===== src/rtl/clock_run_ctrl.sv =====
// Run/halt/single-step controller for the divided processor clock.
// Optional step support is built only when CLOCK_RUN_CTRL_STEP_EN is defined.
module clock_run_ctrl #(
  parameter int unsigned DIV    = 2500,
  parameter int unsigned CNT_W  = 12,
  parameter int unsigned STEP_W = 8
) (
  input  logic              clk,
  input  logic              reset,
  input  logic [1:0]        halt_code,
  input  logic              ctx,
  input  logic              dbg_run,
  input  logic              dbg_halt,
  input  logic              dbg_step,
  input  logic [STEP_W-1:0] step_count,
  output logic              clk_out,
  output logic              cpu_tick,
  output logic              halted,
  output logic [1:0]        state,
  output logic              step_done
);

  typedef enum logic [1:0] {
    S_RUN    = 2'd0,
    S_DRAIN  = 2'd1,
    S_HALTED = 2'd2,
    S_STEP   = 2'd3
  } state_t;

  state_t           cur_state;
  state_t           nxt_state;
  logic [CNT_W-1:0] count;
  logic             clk_q;
  logic             tick_q;
  logic             advance;
  logic             wrap;
  logic             halt_req;
  logic             enter_halted;
  logic             step_load;
  logic             step_fin;

`ifdef CLOCK_RUN_CTRL_STEP_EN
  logic [STEP_W-1:0] remaining;
  logic              done_q;
`else
  logic              unused_step;
  assign unused_step = ^{dbg_step, step_count};
`endif

  assign halt_req     = dbg_halt | halt_code[1];
  assign advance      = (cur_state == S_RUN) || (cur_state == S_STEP) || !clk_q;
  assign wrap         = advance && (count == CNT_W'(DIV));
  assign enter_halted = (nxt_state == S_HALTED) && (cur_state != S_HALTED);

  always_comb begin
    nxt_state = cur_state;
    step_load = 1'b0;
    step_fin  = 1'b0;
    case (cur_state)
      S_RUN: begin
        if (halt_req) nxt_state = S_DRAIN;
      end
      S_DRAIN: begin
        if (clk_q) nxt_state = S_HALTED;
      end
      S_HALTED: begin
        if (dbg_run) begin
          nxt_state = S_RUN;
`ifdef CLOCK_RUN_CTRL_STEP_EN
        end else if (dbg_step && (step_count != '0)) begin
          nxt_state = S_STEP;
          step_load = 1'b1;
`endif
        end else if (ctx && !halt_code[1]) begin
          nxt_state = S_RUN;
        end
      end
      S_STEP: begin
`ifdef CLOCK_RUN_CTRL_STEP_EN
        if (halt_req) begin
          nxt_state = S_DRAIN;
        end else if (tick_q && (remaining == STEP_W'(1))) begin
          nxt_state = S_HALTED;
          step_fin  = 1'b1;
        end
`else
        nxt_state = S_RUN;
`endif
      end
      default: nxt_state = S_RUN;
    endcase
  end

  always_ff @(posedge clk) begin
    if (reset) cur_state <= S_RUN;
    else       cur_state <= nxt_state;
  end

  // Entering HALTED always re-zeroes the phase so a resume delivers a full
  // high half-period before the falling edge, whichever path led here.
  always_ff @(posedge clk) begin
    if (reset) begin
      count  <= '0;
      clk_q  <= 1'b0;
      tick_q <= 1'b0;
    end else begin
      tick_q <= wrap && !clk_q;
      if (wrap) clk_q <= !clk_q;
      if (enter_halted)  count <= '0;
      else if (wrap)     count <= '0;
      else if (advance)  count <= count + CNT_W'(1);
    end
  end

`ifdef CLOCK_RUN_CTRL_STEP_EN
  always_ff @(posedge clk) begin
    if (reset) begin
      remaining <= '0;
      done_q    <= 1'b0;
    end else begin
      done_q <= step_fin;
      if (step_load)                            remaining <= step_count;
      else if ((cur_state == S_STEP) && tick_q) remaining <= remaining - STEP_W'(1);
    end
  end
  assign step_done = done_q;
`else
  assign step_done = 1'b0;
`endif

  assign clk_out  = clk_q;
  assign cpu_tick = tick_q;
  assign state    = cur_state;
  assign halted   = (cur_state == S_HALTED);

endmodule


===== config.mk =====
export PLATFORM = sky130hd
export DESIGN_NAME = clock_run_ctrl
export DESIGN_NICKNAME = d
export VERILOG_FILES = /design/src/rtl/clock_run_ctrl.sv
export SDC_FILE = /design/constraint.sdc
export NUM_CORES = 1
export LEC_CHECK = 0
export CORE_ASPECT_RATIO = 1.4
export CORE_UTILIZATION = 40
export CTS_CLUSTER_DIAMETER = 200
export DETAILED_ROUTE_END_ITERATION = 16
export PLACE_DENSITY = 0.64
export SLEW_MARGIN = 20
export SYNTH_ARGS = -nofsm -noshare
export SYNTH_HDL_FRONTEND = slang
export SYNTH_SLANG_ARGS = --single-unit
export TNS_END_PERCENT = 30

===== constraint.sdc =====
create_clock -name clk -period 3 [get_ports clk]
set_input_delay 0.6 -clock clk [delete_from_list [all_inputs] [get_ports clk]]
set_output_delay 0.6 -clock clk [all_outputs]
set_load 0.01 [all_outputs]

==> run summary, run 1 <==
Outcome: finished clean
Top_reg_cell synth: dfxtp_1
Clk sink count: 16
WL/cell: 11.3 um
Resize count post-CTS: 0
Clk Latency, worst-skew pair: 0.29 ns
Clock Path Buffers: 2
Critical path class: reg -> out
# setup viols final: 0
Setup crit end kind: primary output
DR pass1 iterations: 4
Post-route insts no fill: 130
Multi-input logic area: 480 um^2
CTS root buffer: clkbuf_4
Initial antenna violation count: 0
Netlist area before placement: 831 um^2
Fin Hold WS: 0.530 ns
Pre-CTS WS: 0.806 ns
Required @ worst endpoint: 2.40 ns
Clock Skew: 0.00331 ns
Cell taking the most area after synthesis: dfxtp_1
Port Buffers: 10
Syn Area/Cell: 8.65 um^2
FILL cells: 194
Fin crit share: 0.704
Worst IR drop on VDD: 0.000261 V
Post-synth cell types: 31
DRC Markers: 0
Vias/cell: 5.04
Min cycle time layout: 2.11 ns
EDFF count, synth: 0
Unrepaired setup endpoints after global routing: false
DP HPWL: 1130 um
Post-CTS setup buffers: 0
Worst R2R Start: state[0]
Final Hold Vio Count: 0
Largest fanout on the critical path: 5
Vias in the first global route: 605
Ports: 22
Die width: 40.5 um
Max-cap violations: 0
Ys Warns: 0
Commonest cells after routing, fill and taps aside: nor2_1, dfxtp_1, clkdlybuf4s50_1
WL final: 1470 um
Most common cell after layout, fill and taps aside: nor2_1
Initial Utilization: 0.426
Synth top area share: 0.386
Reg clk slew, reported paths: 0.09 ns
Number of routed nets with antenna violations: 0
Total CTS buffers: 3
Critical Path Start: state[0]
Syn nets: 117
Area contributors post-synth: dfxtp_1, nor2_1, ha_1, xnor2_1, xor2_1
P_leak: 0.000366 uW
PD cells: 423 nW/um^2
Via Count: 655
Die ar.: 2270 um^2
Global-route wire length before repair: 2380 um
FMAX: 0.474 GHz
Core area: 1950 um^2
Hold Path Class: reg -> reg
Max Slew Vio Count: 0
Sequential cell area fraction in the yosys report: 0.386
Flops & latches, synth: 16
Mapped Cells: 96
Row cnt: 19
Final nets: 131
Layout area overhead: 18.7%
Final worst slack: 0.889 ns
GRT Util Overall: 0.159
TritonCTS clock tree: yes
Startpoint class of the critical path: flip-flop
Iteration-0 DRC Markers: 6
GRT Residual Overflow: 0
Die height: 55.9 um
Setup TNS Final: 0 ns
DP Cell Count: 126
H-tree levels: 1
Async S/R FF share, synth: 0
Seq. cell area: 320 um^2
CTS Hold Bufs: 0
Worst EP arrival: 1.51 ns
Antenna Cells: 0
Gpl congestion: 0.724
Layout cell share with drive strength beyond 1: 0.0917
Largest net degree at the start of global routing: 11
Hold_sp: count[11]
final timing paths:
path               endpoint  slack [ns]  depth (start not counted)
setup / recovery     halted        0.89                          3
hold / removal    count[11]        0.53                          2
hold reg to reg   count[11]        0.53                          2
setup reg to reg  count[11]        1.13                          7
synthesized netlist by cell type (2+ instances only):
| library cell | number |
|---|---|
| a21oi_1 | 2 |
| dfxtp_1 | 16 |
| ha_1 | 5 |
| inv_1 | 5 |
| nand2_1 | 7 |
| nand3_1 | 3 |
| nand4_1 | 3 |
| nor2_1 | 19 |
| nor3_1 | 4 |
| xnor2_1 | 6 |
| xor2_1 | 6 |
cells by family (layout without fill, tap and decap cells):
family                   after synthesis  after routing  share of synthesized area
AND/OR/NAND/NOR                       46             46                      0.280
buffers and inverters                  7             20                     0.0361
AO/OA/AOI/OAI                          9              9                     0.0919
XOR/XNOR                              12             12                      0.127
flip-flops                            16             16                      0.386
other                                  1              1                    0.00451
adder cells (fa/ha/maj)                5              5                     0.0753
where the power goes:
group	switching, uW	internal (uW)	total [uW]
Combinational	25.5	26.6	52.1
Sequential	6.79	218	225
Clock	65.9	73.9	140
Total	98.2	318	417
metrics by stage:
step                cell area [um^2]  utilization  power (uW)
finish                           986        0.506         417
global route                     986        0.506         443
floorplan                        831            -         264
CTS                              986        0.506         424
detailed placement               950        0.487         282
global placement                 950        0.487         281
flip-flops by register name, indices dropped and copies added (netlist names):
name      flops
clk_out       1
cpu_tick      1
state         2
count        12
per-layer routing:
layer	GRT usage	routed length [um]	part of all wire
met1	0.154	619	0.42
met2	0.259	750	0.51
met3	0.0360	51	0.035
met4	0.129	53	0.036
met5	0	0	0
critical path: stages, from the launching register on:
cell	delay, ns
dfxtp_1	0.42
inv_1	0.09
ha_1	0.24
clkdlybuf4s50_1	0.48
final cells by class:
class,count,share of cell area
clock buffer,4,0.0368
inverter,6,0.0228
multi-input combinational,73,0.487
sequential,16,0.325
tap,21,0.0266
timing repair buffer,10,0.102
No activity file was read; power rests on OpenSTA's default activity.
==> run 2, diff against run 1 <==
- PLACE_DENSITY: 0.64 -> 0.67
- clock period: 3 -> 1.9 ns (I/O delays scaled with it)
==> run summary, run 2 (synthesis gave the netlist of run 1 again) <==
Vias/cell: 5.02
Max Slew Vio Count: 0
Max-cap violations: 0
Layout cell share with drive strength beyond 1: 0.139
DP Area: 995 um^2
Port Buffers: 10
Fin crit share: 0.930
Die height: 55.9 um
Largest net degree at the start of global routing: 11
Total CTS buffers: 3
Core area: 1950 um^2
Outcome: finished clean
Crit-path cells: inv_1 > ha_1 > a21boi_2 > nand3_2 > nor4_4 > xnor2_1 > nor2_1
Worst EP arrival: 1.95 ns
Global routing's busiest layer: met2
# setup viols final: 0
Startpoint class of the critical path: flip-flop
Largest Register: count
Iteration-0 DRC Markers: 15
CTS root buffer: clkbuf_4
Largest fanout on the critical path: 5
DP Cell Count: 132
Post-route insts no fill: 136
Layout area overhead: 25.5%
Final nets: 137
Clock Path Buffers: 2
Final worst slack: 0.134 ns
Critical path class: reg -> reg
Clk sink count: 16
Worst IR drop on VDD: 0.000396 V
Met3 usage: 0.0240
Ports: 22
WL/cell: 12.2 um
Initial Utilization: 0.426
Met1 Usage GRT: 0.213
H-tree levels: 1
Slowest Stage Delay on Critical Path: 0.35 ns
Via Count: 683
Max reg flops: 12
WL final: 1660 um
Crit-path slowest cell: dfxtp_1
Clock Skew: 0.00506 ns
Vias in the first global route: 693
Family with the most delay on the worst path: simple AND/OR/NAND/NOR gates
Global Route met2 Usage: 0.308
Initial antenna violation count: 0
DP HPWL: 1190 um
Gpl congestion: 0.763
Setup crit end kind: flip-flop
Clk Latency, worst-skew pair: 0.29 ns
Pre-CTS WS: -0.122 ns
Antenna Cells: 0
DR pass1 iterations: 3
Buf/Inv on CP: 1
Hold Path Class: reg -> reg
Post-CTS setup buffers: 0
PD cells: 647 nW/um^2
Reg clk slew, reported paths: 0.10 ns
Most common cell after layout, fill and taps aside: nor2_1
FMAX: 0.566 GHz
Unrepaired setup endpoints after global routing: false
Final Cell Area: 1040 um^2
Number of routed nets with antenna violations: 0
TritonCTS clock tree: yes
Fin Hold WS: 0.543 ns
Final Hold Vio Count: 0
Die ar.: 2270 um^2
Min cycle time layout: 1.77 ns
GRT Residual Overflow: 0
Pwr Total: 674 uW
Die width: 40.5 um
P_leak: 0.000430 uW
GRT Util Overall: 0.181
Row cnt: 19
DRC Markers: 0
Commonest cells after routing, fill and taps aside: nor2_1, dfxtp_1, clkdlybuf4s50_1
Required @ worst endpoint: 2.08 ns
Global-route wire length before repair: 2880 um
[run 2: worst paths after layout]
check | cells past startpoint | slack, ns | end | start
worst max-delay path | 7 | 0.13 | count[11] | state[0]
worst min-delay path | 2 | 0.54 | count[1] | count[1]
worst min register to register | 2 | 0.54 | count[1] | count[1]
worst max register to register | 7 | 0.13 | count[11] | state[0]
[run 2: through the flow]
| step | TNS [ns] | util |
|---|---|---|
| after global routing | 0 | 0.535 |
| final | 0 | 0.535 |
| after global placement | -0.880 | 0.510 |
| after floorplan | 0 | - |
| after detailed placement | -1.15 | 0.510 |
| after CTS | 0 | 0.529 |
[run 2: metal layers]
metal / vias up / part of all wire
met5: - / 0
met4: 0 / 0.020
met3: 5 / 0.028
met2: 12 / 0.52
met1: 310 / 0.44
li1: 356 / -
[run 2: final cells by class]
type,instances,area [um^2]
clock buffer,4,36.3
fill,194,907
inverter,6,22.5
multi-input combinational,73,489
sequential,16,320
tap,21,26.3
timing repair buffer,16,148
[run 2: worst min-delay path, stage by stage, from the launching register on]
cell and delay (ns):
dfxtp_1 0.36, nand3_1 0.09, a21oi_1 0.06
[run 2: what timing repair did]
action | CTS | global route
hold buffers | 0 | 0
resized for setup | 0 | 2
endpoints found under the setup margin | 0 | 2
[run 2: report_power, final]
part	internal [uW]	switching, uW	leakage (uW)
sequential	344	8.46	0.000130
combinational	48.2	46.0	0.000280
clock	117	111	0.0000210
total	509	166	0.000430
